==> config.mk <==
export PLATFORM = sky130hd
export DESIGN_NAME = ser2para_sync
export DESIGN_NICKNAME = d
export VERILOG_FILES = /design/src/rtl/ser2para_sync_pkg.sv /design/src/rtl/ser2para_sync_bit_sampler.sv /design/src/rtl/ser2para_sync.sv
export SDC_FILE = /design/constraint.sdc
export NUM_CORES = 1
export LEC_CHECK = 0
export CAP_MARGIN = 20
export CELL_PAD_IN_SITES_DETAIL_PLACEMENT = 2
export CELL_PAD_IN_SITES_GLOBAL_PLACEMENT = 2
export CORE_MARGIN = 3
export CORE_UTILIZATION = 35
export CTS_BUF_LIST = sky130_fd_sc_hd__clkbuf_4 sky130_fd_sc_hd__clkbuf_8
export CTS_CLUSTER_SIZE = 25
export DETAILED_ROUTE_END_ITERATION = 10
export HOLD_SLACK_MARGIN = 0.06
export PLACE_DENSITY = 0.77
export REMOVE_ABC_BUFFERS = 1
export SYNTH_ARGS = -nofsm -noshare
export SYNTH_HDL_FRONTEND = slang
export SYNTH_HIERARCHICAL = 1
export SYNTH_SLANG_ARGS = --single-unit
==> constraint.sdc <==
create_clock -name clk -period 2.9 [get_ports clk]
set_input_delay 0.58 -clock clk [delete_from_list [all_inputs] [get_ports clk]]
set_output_delay 0.58 -clock clk [all_outputs]
set_load 0.01 [all_outputs]
==> src/rtl/ser2para_sync_pkg.sv <==
// Constants and types shared by the serial frame receiver.
// The transmit serializer builds its frames from the same constants.
package ser2para_sync_pkg;

  localparam int FRAME_W   = 40;
  localparam int SYNC_W    = 8;
  localparam int BIT_CNT_W = 6;
  localparam int DIV_CNT_W = 14;
  localparam int CNT_W     = 4;

  localparam logic [SYNC_W-1:0] DEF_SYNC_WORD = 8'hA5;

  typedef enum logic [1:0] {
    ST_SEARCH = 2'd0,
    ST_VERIFY = 2'd1,
    ST_LOCK   = 2'd2
  } state_e;

endpackage

==> src/rtl/ser2para_sync_bit_sampler.sv <==
// Synchronises the serial input and produces one mid-bit sample strobe per bit.
// Every input transition re-centres the bit-period counter on the new bit.
module ser2para_sync_bit_sampler
  import ser2para_sync_pkg::*;
#(
  parameter logic [DIV_CNT_W-1:0] DIV = 14'd10000
) (
  input  logic clk,
  input  logic rst_n,
  input  logic ser_i,
  output logic sync_bit_o,
  output logic samp_stb_o
);

  localparam logic [DIV_CNT_W-1:0] DIV_LAST = DIV - 1'b1;
  localparam logic [DIV_CNT_W-1:0] DIV_MID  = (DIV >> 1) - 1'b1;

  logic                 meta_q;
  logic                 sync_q;
  logic                 prev_q;
  logic [DIV_CNT_W-1:0] div_cnt_q;
  logic [DIV_CNT_W-1:0] div_cnt_d;
  logic                 edge_det;

  // NOTE: asynchronous active-low reset; every flop, including the synchronizer, clears on it.
  always_ff @(posedge clk or negedge rst_n) begin
    if (!rst_n) begin
      meta_q    <= 1'b0;
      sync_q    <= 1'b0;
      prev_q    <= 1'b0;
      div_cnt_q <= '0;
    end else begin
      meta_q    <= ser_i;
      sync_q    <= meta_q;
      prev_q    <= sync_q;
      div_cnt_q <= div_cnt_d;
    end
  end

  assign edge_det = sync_q ^ prev_q;

  // NOTE: the default comes first so every path assigns div_cnt_d and no latch is inferred.
  always_comb begin
    div_cnt_d = div_cnt_q + 1'b1;
    if (edge_det || (div_cnt_q == DIV_LAST)) begin
      div_cnt_d = '0;
    end
  end

  // An edge wins over the sample: the counter restarts and this strobe is dropped.
  assign samp_stb_o = (div_cnt_q == DIV_MID) && !edge_det;
  assign sync_bit_o = sync_q;

endmodule

==> src/rtl/ser2para_sync.sv <==
// Serial-to-parallel frame receiver: sync-word search, lock verification and
// loss-of-lock detection on top of the mid-bit sampler.
module ser2para_sync
  import ser2para_sync_pkg::*;
#(
  parameter logic [DIV_CNT_W-1:0] DIV       = 14'd10000,
  parameter logic [SYNC_W-1:0]    SYNC_WORD = DEF_SYNC_WORD,
  parameter int                   LOCK_CNT  = 2,
  parameter int                   MISS_MAX  = 3
) (
  input  logic               clk,
  input  logic               rst_n,
  input  logic               ser_i,
  output logic [FRAME_W-1:0] para_o,
  output logic               para_vld,
  output logic               locked,
  output logic               frame_err
);

  localparam logic [CNT_W-1:0]     LOCK_CNT_C = CNT_W'(LOCK_CNT);
  localparam logic [CNT_W-1:0]     MISS_MAX_C = CNT_W'(MISS_MAX);
  localparam logic [BIT_CNT_W-1:0] BIT_LAST   = BIT_CNT_W'(FRAME_W - 1);

  logic                 sync_bit;
  logic                 samp_stb;
  state_e               state_q, state_d;
  logic [FRAME_W-1:0]   sr_q, sr_d, sr_n;
  logic [FRAME_W-1:0]   para_q, para_d;
  logic [BIT_CNT_W-1:0] bit_cnt_q, bit_cnt_d;
  logic [CNT_W-1:0]     hits_q, hits_d;
  logic [CNT_W-1:0]     miss_q, miss_d;
  logic                 vld_q, vld_d;
  logic                 err_q, err_d;
  logic                 hdr_ok;
  logic                 frame_end;

  ser2para_sync_bit_sampler #(
    .DIV (DIV)
  ) u_bit_sampler (
    .clk        (clk),
    .rst_n      (rst_n),
    .ser_i      (ser_i),
    .sync_bit_o (sync_bit),
    .samp_stb_o (samp_stb)
  );

  // Header checks look at the register contents as they will be after this sample.
  assign sr_n      = {sr_q[FRAME_W-2:0], sync_bit};
  assign hdr_ok    = (sr_n[FRAME_W-1 -: SYNC_W] == SYNC_WORD);
  assign frame_end = (bit_cnt_q == BIT_LAST);

  always_comb begin
    state_d   = state_q;
    sr_d      = sr_q;
    para_d    = para_q;
    bit_cnt_d = bit_cnt_q;
    hits_d    = hits_q;
    miss_d    = miss_q;
    vld_d     = 1'b0;
    err_d     = 1'b0;
    if (samp_stb) begin
      sr_d      = sr_n;
      bit_cnt_d = frame_end ? '0 : bit_cnt_q + 1'b1;
      unique case (state_q)
        ST_SEARCH: begin
          bit_cnt_d = '0;
          if (hdr_ok) begin
            hits_d = CNT_W'(1);
            miss_d = '0;
            if (LOCK_CNT <= 1) begin
              state_d = ST_LOCK;
              para_d  = sr_n;
              vld_d   = 1'b1;
            end else begin
              state_d = ST_VERIFY;
            end
          end
        end
        ST_VERIFY: begin
          if (frame_end) begin
            if (hdr_ok) begin
              hits_d = hits_q + 1'b1;
              if (hits_d >= LOCK_CNT_C) begin
                state_d = ST_LOCK;
                para_d  = sr_n;
                vld_d   = 1'b1;
                miss_d  = '0;
              end
            end else begin
              state_d = ST_SEARCH;
              hits_d  = '0;
            end
          end
        end
        ST_LOCK: begin
          if (frame_end) begin
            if (hdr_ok) begin
              para_d = sr_n;
              vld_d  = 1'b1;
              miss_d = '0;
            end else begin
              err_d  = 1'b1;
              miss_d = miss_q + 1'b1;
              if (miss_d >= MISS_MAX_C) begin
                state_d = ST_SEARCH;
                hits_d  = '0;
                miss_d  = '0;
              end
            end
          end
        end
        default: state_d = ST_SEARCH;
      endcase
    end
  end

  // NOTE: sequential state is updated with non-blocking assignments only.
  always_ff @(posedge clk or negedge rst_n) begin
    if (!rst_n) begin
      state_q   <= ST_SEARCH;
      sr_q      <= '0;
      para_q    <= '0;
      bit_cnt_q <= '0;
      hits_q    <= '0;
      miss_q    <= '0;
      vld_q     <= 1'b0;
      err_q     <= 1'b0;
    end else begin
      state_q   <= state_d;
      sr_q      <= sr_d;
      para_q    <= para_d;
      bit_cnt_q <= bit_cnt_d;
      hits_q    <= hits_d;
      miss_q    <= miss_d;
      vld_q     <= vld_d;
      err_q     <= err_d;
    end
  end

  assign para_o    = para_q;
  assign para_vld  = vld_q;
  assign frame_err = err_q;
  assign locked    = (state_q == ST_LOCK);

endmodule

==> flow_summary.ini <==
[synthesis]
yosysSeqAreaShare_pct = 59.2
yosys-top-cells-area = dfrtp_1 59%, mux2_2 9.1%, mux2_1 8.6%, ha_1 2.6%, nor2_1 1.9%
synth_common_cells = 114 x dfrtp_1, 39 x mux2_2, 37 x mux2_1
synth_edf_count = 0
synth_area_per_cell_um2 = 13.5
ys.flop_type = dfrtp_1
syn_area_um2 = 4820
postSynthCellCount = 358
synth_top_area_share_pct = 59.2
synth_area_leader_cell = dfrtp_1
synth_cell_type_count = 49
post-synth-top-count-cell = dfrtp_1
synthArstFlopShare_pct = 100
yosysWarnings = 6
ys_seq_elements = 114

[place]
place_inst = 572
place_area_um2 = 5470
port_buffers = 45
post-dp-hpwl_mm = 7.11
globalplace.congestion = 0.736
dp_slack_ps = 498

[worst_setup_path]
reg2reg_slack_ps = 460
crit_slowest_cell = clkdlybuf4s50_1
startpoint = state_q[0]
r2r_start = u_bit_sampler/div_cnt_q[6]
cpLargestDelayFamily = buffers and inverters
endpoint = locked
cp-end-kind = output port
cp_max_fo = 7
path_depth = 3
path_cells = inv_1, ha_1, clkdlybuf4s50_1
cp_num_buf_inv = 2
cp-start-kind = flop
crit_required_ps = 2320
critical_path_class = flop to output port
cp_slowest_stage_delay_ps = 600
rr_worst_depth = 5
arrival_ps = 1870
reg2reg_to = sr_q[15]

[floorplanning]
core.rowCount = 42
die_h_um = 123
dieArea_um2 = 15200
initial_utilization_pct = 36.1
core-area_um2 = 13300
ios = 46
die_w_um = 123

[global_route]
grtUsageMet2_pct = 27.4
use_met3_pct = 6.77
busiest_layer = met2
grt_pass1_wl_mm = 18.6
grt-ovfl-total = 0
grt_use_met1_pct = 18.5
antenna_found_initial = 0
grtUsageTotal_pct = 16.3
grt_pass1_vias = 3536
grt_start_max_net_pins = 53

[route]
drt_iter0_markers = 122
first_pass_iters = 4
via_count = 2986
wl_per_cell_um = 18.2
via_per_inst = 4.94
ant_nets = 0
wl_mm = 11.0
drc_errors = 0

[layout]
finalNonFillerCells = 605
num_antenna_cells = 0
syn2layout_area_growth_pct = 21.7
stdcell_area_um2 = 5870
drive_gt1_share_pct = 21.0
final_nets = 429
final_util_pct = 43.9

[clock_tree]
cts_max_level = 4
max-clock-path-buffers = 2
cts_resized = 0
clk_latency_ps = 440
clkSlewWorstSetupHoldPaths_ps = 80
cts_buffers = 17
clock-sinks = 114
cts_tree = built
cts_root_buffer = clkbuf_8

[sta]
fmax_mhz = 408
relSlewSlack_pct = 65.1
min_period_ps = 2450
setup_tns_ps = 0
fin_ws_ps = 448
fin_worst_skew_ps = 12.5
setup_viol = 0
period_share_pct = 84.5
drv_slew = 0
max_slew.worst_pin.slew_ps = 524
rsz0062_at_grt = false
final-hold-violation-count = 0

[power_and_ir_drop]
p_leak_nw = 2.77
ir_worst_vdd_uv = 372
power_density_nw_per_um2 = 530

[min_path]
hold_class = flop to flop

[outcome]
status = complete, no violations

[flow_run]
drv_cap = 0
## layout by cell type, fill, tap and decap left out, types with 3 or more instances in the layout
cell type and n:
o21ai_0 6, o22ai_1 3, nor2_1 25, clkinv_4 5
clkinvlp_4 3, a21oi_1 4, clkdlybuf4s50_1 44, clkbuf_8 20
dfrtp_1 114, inv_1 12, nand3_1 8, and2_1 7
buf_4 5, nand2b_1 5, xor2_1 6, ha_1 10
nor3_1 8, nand4_1 7, mux2_1 37, nand2_1 6
mux2_2 39, nor3b_1 5, xnor2_1 9
## how the worst min path moves through the flow
| stage | depth (start not counted) | slack (ps) | endpoint | startpoint |
|---|---|---|---|---|
| floorplan | 0 | 280 | bit_cnt_q[0] | rst_n |
| global placement | 0 | 340 | u_bit_sampler/sync_bit_o | u_bit_sampler/meta_q |
| detailed placement | 0 | 340 | u_bit_sampler/sync_bit_o | u_bit_sampler/meta_q |
| CTS | 0 | 350 | u_bit_sampler/sync_bit_o | u_bit_sampler/meta_q |
| global route | 0 | 380 | u_bit_sampler/sync_bit_o | u_bit_sampler/meta_q |
| finish | 0 | 350 | u_bit_sampler/sync_bit_o | u_bit_sampler/meta_q |
## repair_timing
item,4_1_cts,5_1_grt
hold endpoints to repair,31,0
setup buffers,0,0
hold buffers,1,0
## through the flow
step / power, mW / hold slack, ps
after global routing: 3.25 / 375
after global placement: 1.70 / 336
after detailed placement: 1.70 / 338
after floorplan: 1.65 / 284
final: 3.11 / 351
after CTS: 3.17 / 354
## cells by family (layout without fill, tap and decap cells)
family	Yosys count	after routing	synth area share, %
DFF	114	114	59.2
and+or+nand+nor	94	94	11.5
muxes	78	78	18.2
buffers and inverters	24	95	2.47
AOI/OAI and AO/OA	23	23	3.32
xor gates and xnor gates	15	15	2.73
adders and majority gates	10	10	2.60
## sequential cells by signal, summed over array words and instances, names as in the netlist
name,count
para_o,40
u_bit_sampler/sync_bit_o,1
miss_q,4
bit_cnt_q,6
hits_q,4
sr_q,39
frame_err,1
u_bit_sampler/div_cnt_q,14
state_q,2
u_bit_sampler/meta_q,1
para_vld,1
u_bit_sampler/prev_q,1
## worst reg2reg max path: cells and delay by family (launching register included)
family,cells,cell delay (ps)
buf+inv,1,450
mux,1,430
flops,1,430
simple gates,3,1010
## final cells by class
cell class              count  area, um^2
repair buffers             51         508
clock inverters            11         106
clock buffers              21         283
multi-input cells         220        1850
fillers                  1339        7480
well taps                 176         220
flip-flops and latches    114        2850
inverters                  12        45.0
## metal layers
layer,vias up,part of all wire (%)
li1,1375,-
met1,1544,42
met5,-,0
met4,0,1.1
met3,10,5.8
met2,57,51
## power breakdown
part / leakage [nW] / total, mW / switching (mW) / internal [mW]
combinational: 0.994 / 0.0611 / 0.0458 / 0.0153
sequential: 1.58 / 1.61 / 0.00952 / 1.60
clock: 0.191 / 1.44 / 0.681 / 0.757
Power figures use the tool's default switching activity.
